`src/rtl/pipelined_shifter_pkg.sv`:
```
// Shared types for the pipelined logarithmic shifter.
// Rotate support is controlled by PIPELINED_SHIFTER_ROTATE_EN (see shift_level).
package shifter_pkg;

    localparam int OP_W = 2;

    typedef enum logic [OP_W-1:0] {
        OP_SLL = 2'b00,
        OP_SRL = 2'b01,
        OP_SRA = 2'b10,
        OP_ROR = 2'b11
    } shift_op_e;

endpackage

```
`src/rtl/pipelined_shifter_if.sv`:
```
// Request/response handshake bundle for the pipelined shifter.
// The shifter uses the slave modport; the producer/consumer side uses master.
interface pipelined_shifter_if #(
    parameter int WIDTH   = 32,
    parameter int SHAMT_W = $clog2(WIDTH),
    parameter int TAG_W   = 5
);
    import shifter_pkg::*;

    logic               in_valid;
    logic               in_ready;
    logic [WIDTH-1:0]   in_data;
    logic [SHAMT_W-1:0] in_shamt;
    shift_op_e          in_op;
    logic [TAG_W-1:0]   in_tag;

    logic               out_valid;
    logic               out_ready;
    logic [WIDTH-1:0]   out_data;
    logic [TAG_W-1:0]   out_tag;
    logic               out_zero;

    modport master (
        output in_valid, in_data, in_shamt, in_op, in_tag, out_ready,
        input  in_ready, out_valid, out_data, out_tag, out_zero
    );

    modport slave (
        input  in_valid, in_data, in_shamt, in_op, in_tag, out_ready,
        output in_ready, out_valid, out_data, out_tag, out_zero
    );

endinterface

```
`src/rtl/pipelined_shifter_level.sv`:
```
// One shifter level: conditional shift by 2^K with op-dependent fill, then a payload register.
// Rotate wiring exists only when PIPELINED_SHIFTER_ROTATE_EN is defined; otherwise ROR falls to SRL.
module shift_level
    import shifter_pkg::*;
#(
    parameter int  WIDTH = 32,
    parameter int  K     = 0,
    parameter type pld_t = logic
) (
    input  logic clock,
    input  logic reset,
    input  logic adv_i,
    input  logic up_valid_i,
    input  pld_t up_pld_i,
    output logic valid_o,
    output pld_t pld_o
);
    localparam int S = 1 << K;

    logic [WIDTH-1:0] src;
    logic [WIDTH-1:0] shifted;
    pld_t             pld_d;
    pld_t             pld_q;
    logic             valid_q;

    assign src = up_pld_i.data;

    // SRA fill uses the sign captured at the pipe input, not the partially shifted data.
    always_comb begin
        shifted = src;
        if (up_pld_i.shamt[K]) begin
            case (up_pld_i.op)
                OP_SLL:  shifted = src << S;
                OP_SRA:  shifted = {{S{up_pld_i.sign}}, src[WIDTH-1:S]};
`ifdef PIPELINED_SHIFTER_ROTATE_EN
                OP_ROR:  shifted = {src[S-1:0], src[WIDTH-1:S]};
`endif
                default: shifted = src >> S;
            endcase
        end
    end

    always_comb begin
        pld_d      = up_pld_i;
        pld_d.data = shifted;
    end

    always_ff @(posedge clock) begin
        if (reset) begin
            valid_q <= 1'b0;
            pld_q   <= '0;
        end else if (adv_i) begin
            valid_q <= up_valid_i;
            if (up_valid_i) begin
                pld_q <= pld_d;
            end
        end
    end

    assign valid_o = valid_q;
    assign pld_o   = pld_q;

endmodule

```
`src/rtl/pipelined_shifter.sv`:
```
// Pipelined logarithmic shifter (SLL/SRL/SRA/ROR), one registered level per shamt bit, MSB level first.
// Optional rotate: define PIPELINED_SHIFTER_ROTATE_EN; otherwise op 11 behaves as SRL.
module pipelined_shifter
    import shifter_pkg::*;
#(
    parameter int WIDTH   = 32,
    parameter int SHAMT_W = $clog2(WIDTH),
    parameter int TAG_W   = 5
) (
    input logic                clock,
    input logic                reset,
    pipelined_shifter_if.slave bus
);
    // Payload widths depend on instance parameters, so the struct lives here and is passed down as a type.
    typedef struct packed {
        logic [WIDTH-1:0]   data;
        shift_op_e          op;
        logic               sign;
        logic [SHAMT_W-1:0] shamt;
        logic [TAG_W-1:0]   tag;
    } payload_t;

    payload_t           pld [SHAMT_W:0];
    logic [SHAMT_W:0]   vld_pipe;
    logic [SHAMT_W-1:0] adv;
    logic               unused_tail;

    // Index SHAMT_W is the input side; stage 0 drives the output.
    assign vld_pipe[SHAMT_W] = bus.in_valid;
    assign pld[SHAMT_W]      = '{data:  bus.in_data,
                                 op:    bus.in_op,
                                 sign:  bus.in_data[WIDTH-1],
                                 shamt: bus.in_shamt,
                                 tag:   bus.in_tag};

    genvar k;
    generate
        for (k = 0; k < SHAMT_W; k++) begin : g_lvl
            // Stage k moves if it or any stage between it and the output has a bubble, or the consumer takes.
            assign adv[k] = bus.out_ready || !(&vld_pipe[k:0]);

            shift_level #(
                .WIDTH (WIDTH),
                .K     (k),
                .pld_t (payload_t)
            ) u_lvl (
                .clock      (clock),
                .reset      (reset),
                .adv_i      (adv[k]),
                .up_valid_i (vld_pipe[k+1]),
                .up_pld_i   (pld[k+1]),
                .valid_o    (vld_pipe[k]),
                .pld_o      (pld[k])
            );
        end
    endgenerate

    assign bus.in_ready  = adv[SHAMT_W-1];
    assign bus.out_valid = vld_pipe[0];
    assign bus.out_data  = pld[0].data;
    assign bus.out_tag   = pld[0].tag;
    assign bus.out_zero  = (pld[0].data == '0);

    assign unused_tail = ^{pld[0].op, pld[0].sign, pld[0].shamt};

endmodule
```
`src/flat_wrapper.sv`:
```
// flat-port wrapper written by rule: the top's interface ports become plain ports
module pipelined_shifter_flat import shifter_pkg::*;
#(
    parameter int WIDTH   = 32,
    parameter int SHAMT_W = $clog2(WIDTH),
    parameter int TAG_W   = 5
)
  (clock, reset, bus_in_valid, bus_in_data, bus_in_shamt, bus_in_op, bus_in_tag, bus_out_ready, bus_in_ready, bus_out_valid, bus_out_data, bus_out_tag, bus_out_zero);
  pipelined_shifter_if #(.WIDTH(WIDTH), .SHAMT_W(SHAMT_W), .TAG_W(TAG_W)) bus_i ();
  input logic clock;
  input logic reset;
  input wire logic [$bits(bus_i.in_valid)-1:0] bus_in_valid;
  input wire logic [$bits(bus_i.in_data)-1:0] bus_in_data;
  input wire logic [$bits(bus_i.in_shamt)-1:0] bus_in_shamt;
  input wire logic [$bits(bus_i.in_op)-1:0] bus_in_op;
  input wire logic [$bits(bus_i.in_tag)-1:0] bus_in_tag;
  input wire logic [$bits(bus_i.out_ready)-1:0] bus_out_ready;
  output wire logic [$bits(bus_i.in_ready)-1:0] bus_in_ready;
  output wire logic [$bits(bus_i.out_valid)-1:0] bus_out_valid;
  output wire logic [$bits(bus_i.out_data)-1:0] bus_out_data;
  output wire logic [$bits(bus_i.out_tag)-1:0] bus_out_tag;
  output wire logic [$bits(bus_i.out_zero)-1:0] bus_out_zero;
  assign bus_i.in_valid = bus_in_valid;
  assign bus_i.in_data = bus_in_data;
  assign bus_i.in_shamt = bus_in_shamt;
  assign bus_i.in_op = bus_in_op;
  assign bus_i.in_tag = bus_in_tag;
  assign bus_i.out_ready = bus_out_ready;
  assign bus_in_ready = bus_i.in_ready;
  assign bus_out_valid = bus_i.out_valid;
  assign bus_out_data = bus_i.out_data;
  assign bus_out_tag = bus_i.out_tag;
  assign bus_out_zero = bus_i.out_zero;
  pipelined_shifter #(.WIDTH(WIDTH), .SHAMT_W(SHAMT_W), .TAG_W(TAG_W)) u_core (.clock(clock), .reset(reset), .bus(bus_i));
endmodule
```
`config.mk`:
```
export PLATFORM = sky130hd
export DESIGN_NAME = pipelined_shifter_flat
export DESIGN_NICKNAME = d
export VERILOG_FILES = /design/src/rtl/pipelined_shifter_pkg.sv /design/src/rtl/pipelined_shifter_if.sv /design/src/rtl/pipelined_shifter_level.sv /design/src/rtl/pipelined_shifter.sv /design/src/flat_wrapper.sv
export SDC_FILE = /design/constraint.sdc
export NUM_CORES = 1
export LEC_CHECK = 0
export CORE_MARGIN = 5
export CORE_UTILIZATION = 50
export DETAILED_ROUTE_END_ITERATION = 8
export GPL_ROUTABILITY_DRIVEN = 0
export PLACE_DENSITY = 0.67
export SYNTH_ARGS = -nofsm -noshare
export SYNTH_HDL_FRONTEND = slang
export SYNTH_SLANG_ARGS = --single-unit
export TNS_END_PERCENT = 100
```
`constraint.sdc`:
```
create_clock -name clock -period 2.7 [get_ports clock]
set_input_delay 0.27 -clock clock [delete_from_list [all_inputs] [get_ports clock]]
set_output_delay 0.27 -clock clock [all_outputs]
set_load 0.02 [all_outputs]
```
==> impl_metrics.yaml <==
outcome:
  outcome: "finished clean"
finish:
  nFillCells: 2110
  syn_to_final_growth_pct: 15.02
  drive_above_1_share: 0.1415
  antenna_cells: 0
  layout.nets: 1426
yosys:
  synth_top_cell_by_area: "dfxtp_1"
  synth_common_cells: "212 x dfxtp_1, 122 x o21ai_0, 117 x a21oi_1"
  synth_ff_type: "dfxtp_1"
  async_flop_share: 0
  synth_cells: 1386
  syn_area_um2: 11800
  yosysMostFrequentCell: "dfxtp_1"
  synth_warnings: 0
  synth_area_leaders: "dfxtp_1 36%, o21ai_0 5.2%, mux2_2 5.1%, a21oi_1 5.0%, o211a_1 4.4%"
  yosysSeqAreaShare: 0.3597
  netlist-cell-type-count: 45
  syn_nets: 1434
  ys_seq_elements: 212
  synth_top_area_frac: 0.3597
  avgSynthCellArea_um2: 8.514
  synth_edf_count: 0
clock_tree:
  numCtsBuffers: 23
  postCtsSetupBuffers: 0
  root_buffer: "clkbuf_16"
  cts_tree: "yes"
  htree_levels: 1
  path_clk_slew_ps: 60
  cts_resized: 0
  holdBufCountCts: 0
  clk_latency_ps: 530
  clock_tree.buffer_depth: 3
  cts.sinks: 212
detailed_routing:
  vias_per_cell: 6.099
  drtIter0Drc: 686
  drc: 0
  ant_nets: 0
  wl_um: 29840
  drtPass1Iterations: 5
  post_drt_wl_per_cell_um: 17.44
  vias: 10440
sta:
  setup_viol: 0
  timing.fmax_mhz: 416.9
  fin_hold_ws_ps: 271.2
  finClkSkew_ps: 16.68
  tightest_slew_ps: 1154
  post-route-period-util: 0.8885
  relSlewSlack: 0.2294
  hold_violations: 0
  drv_slew: 0
  grt_setup_unrepaired: "no"
  fin_tns_setup_ps: 0
  min_period_ps: 2399
worst_setup_path:
  cp.required_ps: 2430
  cp.arrival_ps: 2130
  path_class: "register to output port"
  path_max_fanout: 3
  cp-end-kind: "output port"
  setup.worst_path.start_class: "register"
die:
  ios: 88
  start_util: 0.5057
  core_um2: 23330
  rows: 56
  die_area_um2: 26770
  die_x_um: 163.6
  fp.dieH_um: 163.6
pwr:
  power_density_nw_per_um2: 542.0
  cellLeakagePower_nw: 4.904
  ir_worst_vdd_mv: 0.3576
grt:
  antenna_found_initial: 0
  grt.total_usage: 0.2195
  grt_pass1_wl_um: 50160
  grt_pass1_vias: 9471
  grt_overflow: 0
  grt_max_degree: 99
place:
  dp_hpwl_um: 20330
  portBuffers: 87
flow_run:
  cap_violations: 0
hold_path:
  hp-class: "input pin to register"
-- cells in the final DEF (no fill, tap or decap), drive strengths merged, types with 11 or more instances in the layout --
master / netlist / final
nand3: 25 / 25
clkbuf: 115 / 33
inv: 88 / 88
nand2b: 28 / 28
or2: 50 / 50
a211oi: 12 / 12
dfxtp: 212 / 212
a21oi: 117 / 117
nor2b: 53 / 53
nor2: 35 / 35
buf: 49 / 45
a31oi: 11 / 11
mux2i: 39 / 39
o311ai: 48 / 48
nand2: 53 / 53
o2111ai: 52 / 52
o211ai: 25 / 25
mux2: 54 / 54
a32o: 27 / 27
o21ai: 124 / 124
o211a: 52 / 52
or3b: 19 / 19
a311o: 19 / 19
o32ai: 52 / 52
clkdlybuf4s50: 0 / 86
-- metal layers --
layer  vias to the layer above  track usage  share of wire
li1                       5196            -              -
met1                      4930       0.3237           0.49
met2                       272       0.3425           0.45
met3                        37      0.02902          0.049
met4                         0      0.04842          0.017
met5                         -            0              0
-- metrics by stage --
| stage | std cells | power [mW] | utilization | instance area [um2] | worst slack, ps |
|---|---|---|---|---|---|
| after global routing | 1711 | 7.636 | 0.5817 | 13570 | 93.92 |
| final | 1711 | 7.357 | 0.5817 | 13570 | 301.1 |
| after floorplan | 1386 | 3.824 | - | 11800 | 1059 |
| after CTS | 1711 | 7.410 | 0.5817 | 13570 | 239.9 |
| after detailed placement | 1672 | 4.045 | 0.5470 | 12760 | 453.3 |
| after global placement | 1672 | 4.031 | 0.5470 | 12760 | 438.9 |
-- worst paths after layout --
kind,to,cells past startpoint,from,slack [ps]
setup / recovery,bus_out_zero,5,u_core.g_lvl[0].u_lvl.pld_o[44]$_SDFFE_PP0P_,300
hold / removal,u_core.g_lvl[4].u_lvl.pld_o[28]$_SDFFE_PP0P_,3,reset,270
setup reg to reg,u_core.g_lvl[4].u_lvl.pld_o[15]$_SDFFE_PP0P_,3,u_core.g_lvl[1].u_lvl.valid_o$_SDFFE_PP0P_,680
hold reg to reg,u_core.g_lvl[3].u_lvl.pld_o[1]$_SDFFE_PP0P_,2,u_core.g_lvl[3].u_lvl.pld_o[1]$_SDFFE_PP0P_,460
-- flip-flops by register name, summed over array words and instances, names as in the netlist --
signal	flops
u_core.g_lvl.u_lvl.valid_o	5
u_core.g_lvl.u_lvl.pld_o	207
-- worst max-delay path, stage by stage, from the launching register on --
cell	delay [ps]
dfxtp_1	330
nor4_1	290
buf_4	170
nand4_1	100
nor2_1	110
clkdlybuf4s50_1	600
-- cell type report --
cell class / instances / area [um2] / share of cell area
Timing Repair Buffer: 131 / 1224 / 0.09015
Inverter: 88 / 331.6 / 0.02443
Clock inverter: 6 / 136.4 / 0.01005
Clock buffer: 33 / 673.1 / 0.04959
Multi-Input combinational cell: 922 / 6563 / 0.4835
Sequential cell: 212 / 4247 / 0.3129
Tap cell: 319 / 399.1 / 0.02941
-- power breakdown --
part / switching, mW / internal [mW] / total (mW)
clock: 1.27 / 2.10 / 3.37
combinational: 0.360 / 0.310 / 0.670
sequential: 0.102 / 3.21 / 3.32
-- logic make-up after synthesis --
| logic type | after synthesis | share of synthesized area |
|---|---|---|
| AO/OA/AOI/OAI | 549 | 0.3367 |
| AND/OR/NAND/NOR | 280 | 0.1326 |
| buffers and inverters | 252 | 0.08642 |
| flip-flops | 212 | 0.3597 |
| multiplexers | 93 | 0.08461 |
(Power assumes the default switching activity.)
